==> src/rtl/series_accumulator.sv <==
`default_nettype none
// ============================================================================
// Module   : series_accumulator
// Purpose  : Evaluates sum c_k * x^k over a term-counter stream, saturating
//            signed fixed point, with done/result_valid handshakes.
// Revision : 1.0
// ============================================================================
module series_accumulator #(
    parameter int CNTR_DEPTH = 5,
    parameter int DATA_W     = 16,
    parameter int FRAC_W     = 12,
    parameter int NUM_TERMS  = 8
) (
    input  logic                  clk,
    input  logic                  rst_n,
    input  logic                  start,
    input  logic [DATA_W-1:0]     x_in,
    output logic                  start_cntr,
    input  logic                  coeff_rd_en,
    input  logic [CNTR_DEPTH-1:0] term_cnt,
    output logic [CNTR_DEPTH-1:0] coeff_addr,
    input  logic [DATA_W-1:0]     coeff_data,
    output logic                  done,
    output logic [DATA_W-1:0]     result,
    output logic                  result_valid,
    output logic                  busy,
    output logic                  ovf,
    output logic                  seq_err
);

    localparam int W2 = 2 * DATA_W;
    localparam logic signed [W2-1:0] C_SAT_MAX = {{(DATA_W+1){1'b0}}, {(DATA_W-1){1'b1}}};
    localparam logic signed [W2-1:0] C_SAT_MIN = {{(DATA_W+1){1'b1}}, {(DATA_W-1){1'b0}}};
    localparam logic [DATA_W-1:0]     C_ONE     = DATA_W'(2 ** FRAC_W);
    localparam logic [CNTR_DEPTH-1:0] C_NTERMS  = CNTR_DEPTH'(NUM_TERMS);
    localparam logic [CNTR_DEPTH-1:0] C_LAST    = CNTR_DEPTH'(NUM_TERMS - 1);

    typedef enum logic [1:0] {
        S_IDLE  = 2'd0,
        S_ARM   = 2'd1,
        S_RUN   = 2'd2,
        S_DRAIN = 2'd3
    } state_t;

    function automatic logic signed [W2-1:0] sext(input logic [DATA_W-1:0] v);
        return {{DATA_W{v[DATA_W-1]}}, v};
    endfunction

    function automatic logic clips(input logic signed [W2-1:0] v);
        return (v > C_SAT_MAX) || (v < C_SAT_MIN);
    endfunction

    function automatic logic [DATA_W-1:0] clamp(input logic signed [W2-1:0] v);
        if (v > C_SAT_MAX)
            return C_SAT_MAX[DATA_W-1:0];
        else if (v < C_SAT_MIN)
            return C_SAT_MIN[DATA_W-1:0];
        return v[DATA_W-1:0];
    endfunction

    state_t                r_state;
    state_t                w_state_next;
    logic [DATA_W-1:0]     r_x;
    logic [DATA_W-1:0]     r_acc;
    logic [DATA_W-1:0]     r_pow;
    logic [CNTR_DEPTH-1:0] r_exp_k;
    logic                  r_stage_valid;
    logic                  r_done;
    logic [DATA_W-1:0]     r_result;
    logic                  r_ovf;
    logic                  r_seq_err;

    logic                  w_start_acc;
    logic                  w_accept;
    logic signed [W2-1:0]  w_prod_full;
    logic signed [W2-1:0]  w_prod_shift;
    logic signed [W2-1:0]  w_sum;
    logic signed [W2-1:0]  w_pow_full;
    logic signed [W2-1:0]  w_pow_shift;
    logic [DATA_W-1:0]     w_prod;
    logic [DATA_W-1:0]     w_acc_next;
    logic [DATA_W-1:0]     w_pow_next;
    logic                  w_mac_ovf;

    assign coeff_addr = term_cnt;
    assign done       = r_done;
    assign result     = r_result;
    assign ovf        = r_ovf;
    assign seq_err    = r_seq_err;

    assign w_start_acc = (r_state == S_IDLE) && start;
    assign w_accept    = (r_state == S_RUN) && coeff_rd_en && (r_exp_k < C_NTERMS);

    // Products are formed at double width so the >>> truncates toward -inf
    // before any clamping is applied.
    assign w_prod_full  = sext(coeff_data) * sext(r_pow);
    assign w_prod_shift = w_prod_full >>> FRAC_W;
    assign w_prod       = clamp(w_prod_shift);
    assign w_sum        = sext(r_acc) + sext(w_prod);
    assign w_acc_next   = clamp(w_sum);
    assign w_pow_full   = sext(r_pow) * sext(r_x);
    assign w_pow_shift  = w_pow_full >>> FRAC_W;
    assign w_pow_next   = clamp(w_pow_shift);
    assign w_mac_ovf    = clips(w_prod_shift) | clips(w_sum) | clips(w_pow_shift);

    always_ff @(posedge clk) begin
        if (!rst_n)
            r_state <= S_IDLE;
        else
            r_state <= w_state_next;
    end

    always_comb begin
        w_state_next = r_state;
        start_cntr   = 1'b0;
        result_valid = 1'b0;
        busy         = 1'b1;
        case (r_state)
            S_IDLE: begin
                busy = 1'b0;
                if (start)
                    w_state_next = S_ARM;
            end
            S_ARM: begin
                start_cntr   = 1'b1;
                w_state_next = S_RUN;
            end
            S_RUN: begin
                if (r_done)
                    w_state_next = S_DRAIN;
            end
            S_DRAIN: begin
                result_valid = 1'b1;
                w_state_next = S_IDLE;
            end
            default: w_state_next = S_IDLE;
        endcase
    end

    always_ff @(posedge clk) begin
        if (!rst_n) begin
            r_x           <= '0;
            r_acc         <= '0;
            r_pow         <= C_ONE;
            r_exp_k       <= '0;
            r_stage_valid <= 1'b0;
            r_done        <= 1'b0;
            r_result      <= '0;
            r_ovf         <= 1'b0;
            r_seq_err     <= 1'b0;
        end else if (w_start_acc) begin
            r_x           <= x_in;
            r_acc         <= '0;
            r_pow         <= C_ONE;
            r_exp_k       <= '0;
            r_stage_valid <= 1'b0;
            r_done        <= 1'b0;
            r_ovf         <= 1'b0;
            r_seq_err     <= 1'b0;
        end else begin
            r_stage_valid <= w_accept;
            r_done        <= w_accept && (r_exp_k == C_LAST);
            if (w_accept) begin
                r_exp_k <= r_exp_k + CNTR_DEPTH'(1);
                if (term_cnt != r_exp_k)
                    r_seq_err <= 1'b1;
            end
            if (r_stage_valid) begin
                r_acc <= w_acc_next;
                r_pow <= w_pow_next;
                if (w_mac_ovf)
                    r_ovf <= 1'b1;
            end
            // The final MAC lands on the same edge, so capture its value directly.
            if ((r_state == S_RUN) && r_done)
                r_result <= r_stage_valid ? w_acc_next : r_acc;
        end
    end

endmodule
`default_nettype wire

==> config.mk <==
export PLATFORM = sky130hd
export DESIGN_NAME = series_accumulator
export DESIGN_NICKNAME = d
export VERILOG_FILES = /design/src/rtl/series_accumulator.sv
export SDC_FILE = /design/constraint.sdc
export NUM_CORES = 2
export LEC_CHECK = 0
export CAP_MARGIN = 10
export CORE_ASPECT_RATIO = 0.75
export CORE_MARGIN = 10
export CORE_UTILIZATION = 45
export CTS_CLUSTER_SIZE = 24
export DETAILED_ROUTE_END_ITERATION = 6
export PLACE_DENSITY = 0.69
export SETUP_SLACK_MARGIN = 0.4
export SKIP_CTS_REPAIR_TIMING = 1
export SYNTH_ARGS = -nofsm -noshare
export SYNTH_HDL_FRONTEND = slang
export SYNTH_SLANG_ARGS = --single-unit
==> constraint.sdc <==
create_clock -name clk -period 10.1 [get_ports clk]
set_input_delay 1.01 -clock clk [delete_from_list [all_inputs] [get_ports clk]]
set_output_delay 1.01 -clock clk [all_outputs]
set_load 0.02 [all_outputs]
# Word-level counts from Yosys, hierarchy flattened
# Index checks and enable logic that the tools add are counted.
# classes
addsub	2
n_mul	2
n_lt_le_gt_ge	7
eq_ne	7
mux	22
bitwise	4
reduce_logical	14
# op_table
cell	n
two-way mux 16 bit	10
multiplier 16 x 16 -> 32 bit	2
greater-than comparator 20 x 16 -> 1 bit (second input constant)	2
< comparator 20 x 16 -> 1 bit (second input constant)	2
adder 16 x 16 -> 17 bit	1
greater-than comparator 17 x 16 -> 1 bit (second input constant)	1
< comparator 17 x 16 -> 1 bit (second input constant)	1
two-way mux 1 bit	9
case mux 2 bit (4 select lines)	1
AND reduction 2 bit	4
adder 5 x 1 -> 5 bit (second input constant)	1
== test 5 x 3 -> 1 bit (second input constant)	1
logical AND 1 bit	5
< comparator 5 x 4 -> 1 bit (second input constant)	1
inequality test 5 bit	1
== test 2 bit (second input constant)	2
two-way mux 2 bit	2
inequality test 2 bit (second input constant)	2
logical OR 1 bit	3
== test 2 x 1 -> 1 bit (second input constant)	1
logical NOT 2 bit	1
inverter 1 bit	2
bitwise OR 1 bit	2
OR reduction 2 bit	1
# totals
reg_bits	75
input_bits	41
output_inout_bits	27
word_cells	68

# Longest topological paths before layout
# depth
word_depth	11
ltp_mapped	38
mapped_depth_nobuf	34

# Least setup slack after synthesis
# Ideal clock, no wire load.
# synth_timing
path_kind	input port to flip-flop
start	input port coeff_data[15]
end	register r_result[14], in the netlist result[14]
setup_ns	0.116
t_arrival_ns	9.429
required_time_ns	9.984
path_slack_ns	0.556
path_stages	34
cell_sequence	clkbuf_1 nand2_1 inv_1 fa_1 fa_1 inv_1 fa_1 fa_1 fa_1 fa_1 inv_1 ha_1 a21oi_1 o21ai_1 a41o_1 a31o_2 o21ai_1 o31ai_1 a311oi_2 nand2_1 clkbuf_1 a21oi_1 ha_1 inv_1 fa_1 nor2b_1 o31ai_1 a2111oi_0 o21bai_1 nand2_1 o22ai_1 a222oi_1 nand4_1 and3_1
# synth_via
elab_chain_len	11
elab_cells_between_ends	15
classes_between	add/sub (1); mul (1); order compare (4); mux (9)
# synth_rtl
element	line_no	source
start, declared	22	input logic [DATA_W-1:0] coeff_data,
multiplier 16 x 16 -> 32 bit (*)	96	assign w_prod_full = sext(coeff_data) * sext(r_pow);
< comparator 20 x 16 -> 1 bit	56	else if (v < C_SAT_MIN)
two-way mux 1 bit	56	
two-way mux 1 bit	54	if (v > C_SAT_MAX)
two-way mux 16 bit (*)	58	return v[DATA_W-1:0];
adder 16 x 16 -> 17 bit (*)	99	assign w_sum = sext(r_acc) + sext(w_prod);
< comparator 17 x 16 -> 1 bit	56	
two-way mux 1 bit	56	
two-way mux 1 bit	54	
two-way mux 16 bit (*)	58	
two-way mux 16 bit (*)	n/a	
end signal, assigned	176	r_result <= r_stage_valid ? w_acc_next : r_acc;
end, declared	69	logic [DATA_W-1:0] r_result;
# Mark *: on every way between the ends. The rest lies on a longest branch, timed or not.
# A chain may end at the register's enable or synchronous reset.

# Worst setup path after layout
# layout_timing
start	input port coeff_data[13]
end	register r_result[12], in the netlist result[12]
# Same word-level chain as after synthesis.

==> metrics.md <==
| Metric | Value |
|---|---|
| Status | completed |
| CP Max Fanout | 15 |
| Setup crit end kind | flop |
| Placer Congestion | roughly 0.95 |
| Hold depth | 2 |
| Synth top area share | between 40% and 50% |
| GRT overflow | 0 |
| Synth area leaders | fa_1 45%, ha_1 9.6%, inv_1 9.3% |
| Cells after DPL | roughly 3400 |
| Row count | 72 |
| Maximum VDD drop | between 0.1 and 0.15 mV |
| Fraction of layout cells with a size suffix above 1 | 7.04% |
| Nets | around 3400 |
| Final core utilization | approximately 50% |
| Worst Reg-to-Reg Cells | 34 |
| Library cells used by synthesis | just under 70 |
| Vias/cell | approximately 5.3 |
| Setup skew after layout | between 0.015 and 0.02 ns |
| Slew margin rel. | between 20 and 30% |
| Initial Util | 45.4% |
| Critical Path AT | roughly 9.7 ns |
| Leakage Power | between 10 and 15 nW |
| Post-synthesis average cell area | just under 9 µm² |
| Register Area | between 1500 and 2000 µm² |
| Met3 usage | 5.13% |
| Num CTS Buffers | 9 |
| Cell area power density | between 100 and 150 nW/µm² |
| CTS tree | yes |
| Clk_lat worst skew | 0.37 ns |
| Critical path data required time | roughly 10 ns |
| Worst Hold Class | flop to flop |
| Number of port buffers | 67 |
| Antenna cell count | 0 |
| Chip height | approximately 220 µm |
| Met1 Use GR | 30.7% |
| Most numerous cell on the critical path | fa_1 |
| Cell taking the most area after synthesis | fa_1 |
| Post-route setup slack | about 0.56 ns |
| Max Freq | approximately 100 MHz |
| Register area share after synthesis | roughly 6.4% |
| CTS HTree Levels | 3 |
| Cell area after synthesis | about 23000 µm² |
| Routed len/inst | roughly 19 µm |
| Period utilisation layout | 94.4% |
| Buf+Inv Stages, Crit Path | 10 |
| GR Util All Layers | a little over a fifth |
| Final max-slew violation count | 0 |
| Synth warn | 0 |
| Busiest layer in global routing | met2 |
| IO Count | 68 |
| Final hold viol count | 0 |
| Measured slew at the worst slew-check pin | around 1.1 ns |
| R2r startpoint | r_pow[1]$_SDFFE_PP0P_ |
| Setup slack at placement | -0.258 ns |
| Synth Flop Type | dfxtp_1 |
| Total routed wirelength | around 63000 µm |
| Register bit count reported by yosys | 75 |
| Global-route wire length before repair | roughly 100000 µm |
| Fraction of registers with async set/reset | 0% |
| Clk pin slew, worst setup/hold paths | around 0.07 ns |
| Crit Path Class | primary input to flop |
| Syn nets | 3376 |
| Post-DP HPWL | just over 50000 µm |
| Synthesized instance count | around 2600 |
| Post-Layout Cell Count | 3401 |
| Max cap viols | 0 |
| Die width | 283 µm |
| CORE AREA | approximately 50000 µm² |
| Root cell of the clock tree | clkbuf_16 |
| # fillers | about 4800 |
| Worst Hold End | seq_err$_SDFFE_PP0P_ |
| GR Layer Usage met2 | a little under a third |
| Vias in the first global route | 19600 |
| Detailed-route DRC error count | 0 |
| RSZ-0062 raised after global routing | false |
| Period minus WS final | approximately 9.5 ns |
| Number of synthesized flops with an enable pin | 0 |
| CP max-delay cell | fa_1 |
| Worst Setup Start Kind | primary input |
| Drt first pass iters | 6 |
| Final setup viols | 0 |
| CTS Sinks | 75 |
| FF-to-FF setup slack | 0.72 ns |
| Multi-input gate area in the final layout | 19400 µm² |
| Largest net degree at the start of global routing | 43 |
| Die ar. | 61500 µm² |
| Drt first-iter violations | about 1400 |
| Detail Route Antenna Nets | 0 |
| Layout area overhead | 11.1% |
| Cell family with most CP delay | adder cells |
| Initial antenna violation count | 2 |
| Largest stage delay, worst path | about 0.53 ns |
| CTS Buffer Depth | 2 |
| Critical hold path startpoint | seq_err$_SDFFE_PP0P_ |
| Reg2reg end | result[12]$_SDFFE_PN0P_ |
| Via Count | about 18000 |
## layout make-up
class | instances | share of cell area, %
Sequential cell | 75 | 5.79
Clock buffer | 10 | 0.921
Inverter | 582 | 8.42
Clock inverter | 6 | 0.338
Tap cell | 703 | 3.39
Multi-Input combinational cell | 1848 | 74.8
Timing Repair Buffer | 177 | 6.32
## stage by stage
stage          cell area [µm²]  TNS, ns  total power [mW]  hold slack (ns)
2_1_floorplan            23400        0              1.72            0.472
3_3_place_gp             25200        0              2.33            0.464
3_5_place_dp             25200    -4.33              2.37            0.474
4_1_cts                  25500        0              2.75            0.494
5_1_grt                  25900        0              3.20            0.519
6_report                 25900        0              2.95            0.499
## cells in the mapped netlist, drive strengths merged (3+ instances only)
library cell and instances:
o21bai 9, mux2i 8, o22ai 3, nor2b 16
dfxtp 75, a211oi 20, a21o 21, a21boi 19
o21ai 66, ha 180, xnor2 48, nand4 6
o31ai 6, nand2b 25, a2111oi 4, a311oi 3
xor2 25, nand2 341, and3 10, buf 11
a31oi 17, nand3 19, a41oi 4, and2 224
clkinv 3, inv 579, or3 3, a21oi 97
nor3 19, o21a 6, clkbuf 116, o211ai 7
nor2 84, a2bb2oi 6, fa 523
## report_power, final
part | switching [mW] | internal (mW) | total (mW) | leakage, nW
Combinational | 1.25 | 0.916 | 2.17 | 11.4
Sequential | 0.0882 | 0.317 | 0.406 | 0.607
Clock | 0.150 | 0.224 | 0.373 | 0.163
Total | 1.49 | 1.46 | 2.95 | 12.2
## registers in the layout (all words and copies together) (netlist names)
signal / flops
ovf: 1
r_x: 16
r_state: 2
seq_err: 1
result: 16
r_acc: 16
r_stage_valid: 1
r_pow: 16
r_exp_k: 5
done: 1
## worst max path at each step
stage / start / to / slack [ns] / depth (start not counted)
after floorplan: coeff_data[15] / result[14]$_SDFFE_PN0P_ / 0.56 / 34
after global placement: coeff_data[14] / result[8]$_SDFFE_PN0P_ / 0.18 / 36
after detailed placement: coeff_data[15] / result[4]$_SDFFE_PN0P_ / -0.26 / 36
after CTS: coeff_data[15] / result[4]$_SDFFE_PN0P_ / 0.08 / 36
after global routing: coeff_data[13] / result[12]$_SDFFE_PN0P_ / 0.30 / 36
final: coeff_data[13] / result[12]$_SDFFE_PN0P_ / 0.56 / 36
## cells in the final DEF, fill, tap and decap left out, types with 6 or more instances in the layout
master and count:
nand2_1 340, o21a_1 6, mux2i_1 8, clkbuf_16 9, fa_1 517, a211oi_2 12
fa_2 6, o211ai_1 7, buf_12 7, nor2_1 82, o21ai_0 43, inv_1 577
buf_6 7, nor2b_1 14, a21o_1 21, nor3_1 18, clkdlybuf4s50_1 54, ha_1 174
o21ai_1 21, buf_4 95, a211oi_1 8, xnor2_1 47, nand2b_1 25, nand3_1 18
nand4_1 6, xor2_1 25, dfxtp_1 75, dlymetal6s2s_1 13, a21oi_1 90, o21bai_1 9
a31oi_1 16, and2_1 224, a21boi_0 19, and3_1 10, a21oi_2 7
## cells by family after synthesis
logic type | Yosys count | share of synthesized area [%]
AND/OR/NAND/NOR | 751 | 15.5
buffers and inverters | 709 | 11.6
adder cells (fa/ha/maj) | 704 | 54.5
AO/OA/AOI/OAI | 309 | 8.79
flip-flops | 75 | 6.43
XOR/XNOR | 74 | 2.83
multiplexers | 10 | 0.439
## routing by layer
metal	share of wire, %	vias up
li1	-	8047
met1	46	9155
met2	43	700
met3	9.5	75
met4	1.4	2
met5	0.011	-
## tightest hold or removal path, stage by stage (launching register included)
cell	delay [ns]
dfxtp_1	0.33
a21oi_1	0.04
nor2_1	0.09
Power figures use the tool's default switching activity.
